<file path="src/rtl/spi_sclk_gen.sv">
// SPI serial-clock generator: a burst of nbits SCLK cycles at a programmable half-period,
// with registered edge, sample and shift strobes and busy/done handshakes.
module spi_sclk_gen #(
  parameter int unsigned DIV_WIDTH = 8,
  parameter int unsigned CNT_WIDTH = 6
) (
  input  logic                 clk_in,
  input  logic                 rst,
  input  logic                 start,
  input  logic                 abort,
  input  logic [DIV_WIDTH-1:0] div_val,
  input  logic [CNT_WIDTH-1:0] nbits,
  input  logic                 cpol,
  input  logic                 cpha,
  output logic                 sclk,
  output logic                 lead_stb,
  output logic                 trail_stb,
  output logic                 sample_stb,
  output logic                 shift_stb,
  output logic                 busy,
  output logic                 done
);

  typedef enum logic [1:0] {StIdle, StRun, StDone} state_e;

  localparam logic [DIV_WIDTH-1:0] DivOne = DIV_WIDTH'(1);

  state_e               state_q;
  logic [DIV_WIDTH-1:0] div_q;
  logic [DIV_WIDTH-1:0] hcnt_q;
  logic [CNT_WIDTH-1:0] nbits_q;
  logic [CNT_WIDTH:0]   edge_q;
  logic [CNT_WIDTH:0]   edge_nxt;
  logic                 cpol_q;
  logic                 cpha_q;
  logic                 half_done;
  logic                 nxt_lead;

  assign edge_nxt  = edge_q + 1'b1;
  assign half_done = (hcnt_q == div_q - DivOne);
  // Odd edge numbers are leading edges.
  assign nxt_lead  = edge_nxt[0];

  always_ff @(posedge clk_in or posedge rst) begin
    if (rst) begin
      state_q    <= StIdle;
      div_q      <= DivOne;
      hcnt_q     <= '0;
      nbits_q    <= '0;
      edge_q     <= '0;
      cpol_q     <= 1'b0;
      cpha_q     <= 1'b0;
      sclk       <= 1'b0;
      lead_stb   <= 1'b0;
      trail_stb  <= 1'b0;
      sample_stb <= 1'b0;
      shift_stb  <= 1'b0;
      busy       <= 1'b0;
      done       <= 1'b0;
    end else begin
      lead_stb   <= 1'b0;
      trail_stb  <= 1'b0;
      sample_stb <= 1'b0;
      shift_stb  <= 1'b0;
      done       <= 1'b0;
      case (state_q)
        StIdle: begin
          sclk   <= cpol;
          busy   <= 1'b0;
          hcnt_q <= '0;
          edge_q <= '0;
          if (start) begin
            div_q   <= (div_val == '0) ? DivOne : div_val;
            nbits_q <= nbits;
            cpol_q  <= cpol;
            cpha_q  <= cpha;
            if (nbits == '0) begin
              state_q <= StDone;
            end else begin
              state_q <= StRun;
              busy    <= 1'b1;
            end
          end
        end
        StRun: begin
          if (abort) begin
            state_q <= StIdle;
            sclk    <= cpol_q;
            busy    <= 1'b0;
          end else if (half_done) begin
            hcnt_q     <= '0;
            edge_q     <= edge_nxt;
            sclk       <= ~sclk;
            lead_stb   <= nxt_lead;
            trail_stb  <= ~nxt_lead;
            sample_stb <= cpha_q ? ~nxt_lead : nxt_lead;
            shift_stb  <= cpha_q ? nxt_lead : ~nxt_lead;
            if (edge_nxt == {nbits_q, 1'b0}) state_q <= StDone;
          end else begin
            hcnt_q <= hcnt_q + 1'b1;
          end
        end
        StDone: begin
          state_q <= StIdle;
          busy    <= 1'b0;
          if (abort) sclk <= cpol_q;
          else       done <= 1'b1;
        end
        default: state_q <= StIdle;
      endcase
    end
  end

endmodule

</file>
<file path="config.mk">
export PLATFORM = sky130hd
export DESIGN_NAME = spi_sclk_gen
export DESIGN_NICKNAME = d
export VERILOG_FILES = /design/src/rtl/spi_sclk_gen.sv
export SDC_FILE = /design/constraint.sdc
export NUM_CORES = 1
export LEC_CHECK = 0
export ABC_AREA = 1
export BUFFER_PORTS_ARGS = -buffer_cell sky130_fd_sc_hd__buf_4
export CAP_MARGIN = 15
export CORE_MARGIN = 1.5
export CORE_UTILIZATION = 45
export DETAILED_ROUTE_END_ITERATION = 12
export SLEW_MARGIN = 20
export SYNTH_ARGS = -nofsm -noshare
export SYNTH_HDL_FRONTEND = slang
export SYNTH_SLANG_ARGS = --single-unit
</file>
<file path="constraint.sdc">
create_clock -name clk_in -period 5.23 [get_ports clk_in]
set_clock_uncertainty 0.1 [all_clocks]
set_input_delay 0 -clock clk_in [delete_from_list [all_inputs] [get_ports clk_in]]
set_output_delay 0 -clock clk_in [all_outputs]
set_load 0.05 [all_outputs]
</file>
==> flow_metrics.tcl, run 1 <==
set metrics [dict create \
    clock-sinks 40 \
    fp-row-count 26 \
    ys_seq_area_share_pct 42.6 \
    final_nets 374 \
    grt_pass1_vias 1845 \
    dr.pass1.iters 4 \
    crit_path_max_fanout 11 \
    slew_headroom_pct 62.4 \
    cts_buffers 5 \
    final_layout_size_suffix_gt1_share_pct 18.4 \
    seq_area_um2 1000 \
    grt_overflow 0 \
    slowest_stage "dfrtp_1" \
    vias 2000 \
    clk-insertion-delay-late_ns 0.30 \
    power_density_nw_per_um2 447 \
    final_antenna_net_count 0 \
    synthCells 300 \
    setup_violations 0 \
    path_buf_inv 0 \
    reg2reg_from "edge_q[0]" \
    required_ns 5.32 \
    multiInputGateArea_um2 1170 \
    synth_edf_count 0 \
    routed_wl_um 4840 \
    synth.distinct_cells 31 \
    worstSetupEndpointType "flip-flop" \
    mappedNetlistArea_um2 2350 \
    cp-start-kind "flip-flop" \
    htree_levels 2 \
    synth-async-reset-ratio_pct 100 \
    grt_first_pass_wirelength_um 8220 \
    tightest_slew_ns 0.562 \
    path_class "flip-flop to flip-flop" \
    final_util_pct 57.5 \
    hold_violations 0 \
    maxCapViolations 0 \
    period_share_pct 40.9 \
    cpMostUsedCell "nand2_1" \
    synth_common_cells "81 x nand2_1, 40 x inv_1, 39 x dfrtp_1" \
    routabilityCongestion 0.878 \
    fin_ws_ns 3.09 \
    synth_nets 327 \
    synth_top_area_share_pct 41.4 \
    dpl.hpwl_um 3520 \
    grt_max_degree 41 \
    drtIter0Drc 94 \
    start_util_pct 46.4 \
    critPathArrivalTime_ns 2.23 \
    critPathTopFamily "simple AND/OR/NAND/NOR gates" \
    setup_tns_ns 0 \
    die_h_um 75.3 \
    die_area_um2 5680 \
    status "finished clean" \
    max_freq_mhz 468 \
    wl_per_cell_um 11.6 \
    synth.most_common_cell "nand2_1" \
    ys_warn_count 0 \
    synth_top_cell_by_area "dfrtp_1" \
    core_area_um2 5070 \
    period_needed_ns 2.14 \
    via_per_inst 4.78 \
    nFillCells 480 \
    ys_top_cells_by_area "dfrtp_1 41%, nand2_1 13%, inv_1 6.4%" \
    avgSynthCellArea_um2 7.85 \
    track_usage_pct 19.3 \
    io_buffer_count 26 \
    num_antenna_cells 0 \
    startpoint "edge_q[0]" \
    clockBufferDepth 2 \
    path_clk_slew_ns 0.09 \
    synth-seq-cells 40 \
    io_pins 27 \
    grt_antenna_before_repair 0 \
    root_buffer "clkbuf_8" \
    max_stage_delay_ns 0.60 \
    rsz0062_at_grt "no" \
    cts_tree "built" \
    dp_slack_ns 3.13 \
    cp_cell_sequence "ha_1 -> nand3_1 -> nor2_1 -> nand3_1 -> nand2_1 -> nand2_1 -> nand2_1 -> nand3_1 -> nand2_1 -> nand3_2 -> nand2_1 -> nand2_1" \
    area_growth_pct 23.9 \
    vdd_drop_max_mv 0.208 \
    hold_path_class "input pin to asynchronous set/reset pin" \
    drc 0 \
    postCtsSetupRepairBufs 0 \
    synth_flop_cell "dfrtp_1" \
    slew_viol_final 0 \
    die_w_um 75.3 \
    leakage_nw 1.42 \
]
[stage by stage]
| stage | total power, mW | std cells | hold slack [ns] | area [um2] |
|---|---|---|---|---|
| after floorplan | 0.917 | 300 | -0.0231 | 2350 |
| after global placement | 1.04 | 391 | 0.0749 | 2610 |
| after detailed placement | 1.04 | 391 | 0.0658 | 2610 |
| after CTS | 1.32 | 418 | 0.291 | 2920 |
| after global routing | 1.43 | 418 | 0.339 | 2920 |
| final | 1.30 | 418 | 0.285 | 2920 |
[flip-flops by register name, summed over array words and instances, names as in the netlist]
signal,flops
busy,1
cpha_q,1
cpol_q,1
div_q,8
done,1
edge_q,7
hcnt_q,8
lead_stb,1
nbits_q,6
sample_stb,1
sclk,1
shift_stb,1
state_q,2
trail_stb,1
[logic make-up (layout without fill, tap and decap cells)]
family / Yosys count / after routing / share of synthesized area, %
compound gates: 40 / 40 / 10.6
xor+xnor: 13 / 13 / 4.84
fa+ha+maj: 7 / 7 / 3.72
buf+inv: 47 / 95 / 7.92
flops: 40 / 40 / 42.6
simple gates: 153 / 153 / 30.3
[power breakdown]
group	leakage (nW)	total, mW	switching, mW	internal [mW]
combinational	0.837	0.565	0.353	0.211
sequential	0.524	0.476	0.0795	0.396
clock	0.0548	0.263	0.119	0.144
[cell type report]
| class | count | share of cell area [%] |
|---|---|---|
| clock buffer | 5 | 2.36 |
| clock inverter | 3 | 1.59 |
| inverter | 41 | 5.27 |
| tap | 70 | 3.00 |
| multi-input combinational | 213 | 40.0 |
| sequential | 40 | 34.3 |
| timing repair buffer | 46 | 13.5 |
[metal layers]
| metal | routed length [um] | up-vias | global-route usage (%) |
|---|---|---|---|
| li1 | - | 1059 | - |
| met1 | 2300 | 910 | 24.9 |
| met2 | 2380 | 27 | 32.6 |
| met3 | 122 | 4 | 3.97 |
| met4 | 48 | 0 | 5.95 |
| met5 | 0 | - | 0 |
[final timing paths]
kind	end	slack, ns	cells after the start
worst max-delay path	state_q[0]	3.09	12
worst min-delay path	sample_stb	0.29	4
worst max register to register	state_q[0]	3.09	12
worst min register to register	nbits_q[3]	0.39	2
max in group asynchronous	div_q[0]	4.38	4
min in group clk_in	done	0.33	3
[layout by cell type, fill, tap and decap left out]
cell type,instances
nand2_2,4
bufinv_16,1
inv_1,40
o22ai_1,5
dfstp_2,1
xor2_1,8
o41ai_1,1
nor2_2,8
inv_2,1
or2_2,1
nand2_4,1
nand3_1,28
nand3_2,2
o21ai_1,2
a21boi_0,1
nor3_1,1
nor2_4,2
nand2_1,81
xnor2_1,5
o21ai_0,23
clkinvlp_4,1
or2_1,1
nor4_1,2
o21ai_2,7
clkbuf_8,5
nand3_4,1
buf_4,27
nor2_1,15
dfrtp_1,39
inv_6,1
dlygate4sd3_1,19
ha_1,7
o21ai_4,1
nand4_1,6
[worst reg2reg max path, cell delays in order (launching register included)]
cell and delay, ns:
dfrtp_1 0.60, ha_1 0.30, nand3_1 0.12, nor2_1 0.18
nand3_1 0.13, nand2_1 0.11, nand2_1 0.05, nand2_1 0.05
nand3_1 0.07, nand2_1 0.12, nand3_2 0.09, nand2_1 0.06
nand2_1 0.05
[timing repair]
item,CTS,global route
hold buffers,19,0
resized for setup,0,0
endpoints found under the hold margin,60,0
Power figures use the tool's default switching activity.
==> inputs of run 2 (changes only) <==
==> constraint.sdc (replaced) <==
create_clock -name clk_in -period 2.2 [get_ports clk_in]
set_clock_uncertainty 0.1 [all_clocks]
set_input_delay 0 -clock clk_in [delete_from_list [all_inputs] [get_ports clk_in]]
set_output_delay 0 -clock clk_in [all_outputs]
set_load 0.05 [all_outputs]
==> flow_metrics.tcl, run 2 (synthesis gave the netlist of run 1 again) <==
set metrics [dict create \
    grt_pass1_vias 1791 \
    reg2reg_to "shift_stb" \
    clock-sinks 40 \
    nFillCells 477 \
    vias 2031 \
    grt_max_degree 41 \
    crit_path_max_fanout 16 \
    leakage_nw 1.44 \
    drc 0 \
    hold_violations 0 \
    area_growth_pct 25.6 \
    startpoint "div_q[0]" \
    worstSetupEndpoint "shift_stb" \
    fin_ws_ns 0.139 \
    maxCapViolations 0 \
    power_density_nw_per_um2 1050 \
    reg_top3 "div_q: 8 flops, hcnt_q: 8 flops, edge_q: 7 flops" \
    rrSetupSlack_ns 0.14 \
    io_pins 27 \
    io_buffer_count 26 \
    setup_violations 0 \
    wl_per_cell_um 11.5 \
    cp-start-kind "flip-flop" \
    period_needed_ns 2.06 \
    status "finished clean" \
    period_share_pct 93.7 \
    place_inst 394 \
    fp-row-count 26 \
    grt_antenna_before_repair 0 \
    slew_viol_final 0 \
    critPathTopFamily "simple AND/OR/NAND/NOR gates" \
    cpMostUsedCell "nand2_1" \
    drtIter0Drc 121 \
    hold_path_class "input pin to asynchronous set/reset pin" \
    vdd_drop_max_mv 0.565 \
    critPathArrivalTime_ns 2.19 \
    core_area_um2 5070 \
    reg2reg_from "div_q[0]" \
    final_util_pct 58.3 \
    via_per_inst 4.81 \
    grt_overflow 0 \
    slowest_stage "dfstp_2" \
    final_common_cell "nand2_1" \
    root_buffer "clkbuf_8" \
    clockBufferDepth 2 \
    die_h_um 75.3 \
    cp.depth 10 \
    dpl.hpwl_um 3510 \
    die_w_um 75.3 \
    final_layout_size_suffix_gt1_share_pct 19.3 \
    p_total_mw 3.11 \
    path_buf_inv 2 \
    slew_headroom_pct 65.9 \
    start_util_pct 46.4 \
    routabilityCongestion 0.832 \
    whs_ns 0.283 \
    dp_slack_ns 0.122 \
    htree_levels 2 \
    tightest_slew_ns 0.511 \
    max_freq_mhz 485 \
    clk-insertion-delay-late_ns 0.30 \
    track_usage_pct 19.4 \
    placed_area_um2 2640 \
    required_ns 2.33 \
    dr.pass1.iters 4 \
    fin_area_um2 2960 \
    cp_cell_sequence "inv_2 -> ha_1 -> xnor2_1 -> nand2_1 -> nand2_1 -> nand3_2 -> nor2_4 -> nand3_4 -> buf_12 -> nor2_2" \
    worstSetupEndpointType "flip-flop" \
    num_antenna_cells 0 \
    path_class "flip-flop to flip-flop" \
    max_stage_delay_ns 0.55 \
    final_cell_mix "81 x nand2_1, 40 x inv_1, 39 x dfrtp_1" \
    final_nets 378 \
    cts_buffers 5 \
    grt_first_pass_wirelength_um 8170 \
    final_antenna_net_count 0 \
    path_clk_slew_ns 0.09 \
    setup_tns_ns 0 \
    die_area_um2 5680 \
    cts_tree "built" \
    ff2ff_path_depth 10 \
    final_cells 422 \
    routed_wl_um 4870 \
]
[run 2: changes by cell type in the layout (fill, tap and decap cells not counted)]
cell / delta
buf_4: +3
buf_12: +1
clkinv_2: +1
inv_6: -1
[run 2: layout make-up]
cell class                 instances  area, um2  share of cell area, %
clock inverter                     3       42.5                   1.44
tap                               70       87.6                   2.96
clock buffer                       5       68.8                   2.33
sequential                        40       1000                   33.9
inverter                          41        154                   5.21
timing repair buffer              50        435                   14.7
multi-input combinational        213       1170                   39.4
[run 2: worst reg2reg max path: cells and delay by family (launching register included)]
kind                     cells  cell delay, ns
AND/OR/NAND/NOR              6            0.63
XOR/XNOR                     1            0.19
adder cells (fa/ha/maj)      1            0.25
buffers and inverters        2            0.28
flip-flops                   1            0.55
[run 2: power breakdown]
group          switching (mW)  total [mW]  internal [mW]
registers               0.191        1.13          0.942
clock network           0.277       0.612          0.336
logic                   0.848        1.37          0.520
total                    1.32        3.11           1.80
[run 2: worst min path at each step]
stage          depth (start not counted)  slack, ns   endpoint
2_1_floorplan                          1      -0.02       done
3_3_place_gp                           3       0.06  shift_stb
3_5_place_dp                           3       0.07  shift_stb
4_1_cts                                4       0.30  edge_q[0]
5_1_grt                                4       0.35   div_q[7]
6_report                               4       0.28   div_q[7]
[run 2: repair_timing]
item / CTS / global route
setup endpoints to repair: 0 / 6
endpoints found under the hold margin: 59 / 0
hold buffers: 19 / 0
buffers inserted: 0 / 1
gates resized for setup: 0 / 0
[run 2: per-layer routing]
layer | wire, um | global-route usage [%] | share of wire (%)
met5 | 0 | 0 | 0
met4 | 73 | 6.55 | 1.5
met3 | 175 | 3.97 | 3.6
met2 | 2250 | 30.6 | 46
met1 | 2370 | 26.7 | 49
==> inputs of run 3 (changes only) <==
--- a/config.mk
+++ b/config.mk
@@ -5,7 +5,6 @@
 export SDC_FILE = /design/constraint.sdc
 export NUM_CORES = 1
 export LEC_CHECK = 0
-export ABC_AREA = 1
 export BUFFER_PORTS_ARGS = -buffer_cell sky130_fd_sc_hd__buf_4
 export CAP_MARGIN = 15
 export CORE_MARGIN = 1.5
==> flow_metrics.tcl, run 3 <==
set metrics [dict create \
    io_pins 27 \
    die_w_um 74.7 \
    maxCapViolations 0 \
    synth_top_cell_by_area "dfrtp_1" \
    clockBufferDepth 2 \
    slowest_stage "dfrtp_1" \
    start_util_pct 47.7 \
    synth_flop_cell "dfrtp_1" \
    mappedNetlistArea_um2 2310 \
    io_buffer_count 26 \
    path_buf_inv 2 \
    final_antenna_net_count 0 \
    setup_violations 22 \
    grt_first_pass_wirelength_um 8720 \
    crit_path_max_fanout 4 \
    dr.pass1.iters 4 \
    avgSynthCellArea_um2 10.2 \
    synthCells 227 \
    reg2reg_to "state_q[1]" \
    routed_wl_um 5170 \
    max_freq_mhz 383 \
    hold_path_class "input pin to asynchronous set/reset pin" \
    die_area_um2 5580 \
    cp_cell_sequence "inv_2 -> ha_4 -> or3b_1 -> a211o_1 -> nor4b_4 -> o311ai_4 -> buf_6 -> or3_4 -> a221oi_2" \
    final_cell_mix "61 x buf_4, 39 x dfrtp_1, 19 x dlygate4sd3_1" \
    via_per_inst 5.26 \
    reg2reg_from "div_q[1]" \
    reg_top3 "div_q: 8 flops, hcnt_q: 8 flops, edge_q: 7 flops" \
    routabilityCongestion 0.915 \
    leakage_nw 1.41 \
    synth_edf_count 0 \
    period_needed_ns 2.61 \
    grt_antenna_before_repair 0 \
    synth_common_cells "39 x dfrtp_1, 16 x mux2_2, 14 x nand2_1, 14 x nand3_1, 12 x xnor2_1" \
    fin_ws_ns -0.408 \
    synth_nets 254 \
    power_density_nw_per_um2 988 \
    slew_viol_final 0 \
    hold_violations 0 \
    ff2ff_path_depth 9 \
    violations "negative setup slack" \
    die_h_um 74.7 \
    core_area_um2 4850 \
    cp-start-kind "flip-flop" \
    path_clk_slew_ns 0.07 \
    clk-insertion-delay-late_ns 0.29 \
    final_nets 333 \
    required_ns 2.29 \
    period_share_pct 119 \
    fp-row-count 25 \
    worstSetupEndpointType "flip-flop" \
    vias 1967 \
    synth-seq-cells 40 \
    root_buffer "clkbuf_8" \
    critPathArrivalTime_ns 2.70 \
    slew_headroom_pct 62.9 \
    dpl.hpwl_um 3590 \
    path_class "flip-flop to flip-flop" \
    ys_seq_area_share_pct 43.3 \
    synth-async-reset-ratio_pct 100 \
    startpoint "div_q[1]" \
    htree_levels 2 \
    tightest_slew_ns 0.553 \
    synth.distinct_cells 48 \
    ys_top_cells_by_area "dfrtp_1 42%, mux2_2 7.8%, xnor2_1 4.5%" \
    grt_overflow 0 \
    final_layout_size_suffix_gt1_share_pct 34.5 \
    max_stage_delay_ns 0.39 \
    grt_pass1_vias 1932 \
    final_util_pct 65.6 \
    critPathTopFamily "simple AND/OR/NAND/NOR gates" \
    vdd_drop_max_mv 0.614 \
    status "finished, violations left" \
    rrSetupSlack_ns -0.41 \
    wl_per_cell_um 13.8 \
    whs_ns 0.290 \
    clock-sinks 40 \
    rsz0062_at_grt "yes" \
    ys_warn_count 0 \
    track_usage_pct 20.6 \
    cts_tree "built" \
    synth_top_area_share_pct 42.2 \
    synth.most_common_cell "dfrtp_1" \
    area_growth_pct 37.4 \
    grt_max_degree 41 \
    cts_buffers 5 \
    num_antenna_cells 0 \
    final_common_cell "buf_4" \
    drc 0 \
    drtIter0Drc 78 \
]
==> run 3: layout make-up <==
cell class / instances / area (um2)
tap: 67 / 83.8
fill: 401 / 1670
sequential: 40 / 1000
timing repair buffer: 82 / 671
multi-input combinational: 166 / 1290
clock buffer: 8 / 90.1
inverter: 11 / 43.8
==> run 3: through the flow <==
step | setup WS, ns | area (um2) | total power [mW] | setup TNS, ns | std cells
after floorplan | -0.317 | 2340 | 2.10 | -5.19 | 227
after global placement | -0.376 | 2820 | 2.52 | -6.27 | 345
after detailed placement | -0.418 | 2820 | 2.54 | -7.02 | 345
after CTS | -0.402 | 3120 | 3.08 | -6.82 | 374
after global routing | -0.524 | 3180 | 3.37 | -9.41 | 374
final | -0.408 | 3180 | 3.14 | -6.92 | 374
==> run 3: worst max path at each step <==
stage,depth (start not counted),slack [ns],to
2_1_floorplan,10,-0.32,edge_q[2]
3_3_place_gp,9,-0.38,state_q[1]
3_5_place_dp,9,-0.42,state_q[1]
4_1_cts,9,-0.40,state_q[1]
5_1_grt,9,-0.52,state_q[1]
6_report,9,-0.41,state_q[1]
==> run 3: tightest hold or removal path, delay by kind of cell <==
family | cells | cell delay, ns
buffers and inverters | 4 | 1.13
==> run 3: kinds of logic after synthesis <==
family,count (synthesis),synth area share [%]
fa+ha+maj,7,3.79
mux,21,9.95
simple gates,75,17.7
flops,40,43.3
xor+xnor,20,7.57
compound gates,43,13.7
buf+inv,21,3.95
==> run 3: timing repair <==
item                       4_1_cts  5_1_grt
hold buffers                    19        0
buffers inserted                 2        0
pin swaps                        6        4
hold endpoints to repair        59        0
setup endpoints to repair       22       22
resized for setup                2        9
==> run 3: where the power goes <==
part / leakage (nW) / total, mW / switching [mW] / internal, mW
Sequential: 0.515 / 1.09 / 0.150 / 0.944
Combinational: 0.849 / 1.54 / 0.776 / 0.765
Clock: 0.0455 / 0.505 / 0.249 / 0.256
Total: 1.41 / 3.14 / 1.18 / 1.97
==> run 3: per-layer routing <==
metal / vias up / share of wire [%] / routed length (um) / track usage [%]
li1: 976 / - / - / -
met1: 959 / 45 / 2320 / 24.8
met2: 24 / 52 / 2690 / 37.7
met3: 8 / 2.0 / 104 / 4.55
met4: 0 / 1.1 / 57 / 4.85
met5: - / 0 / 0 / 0
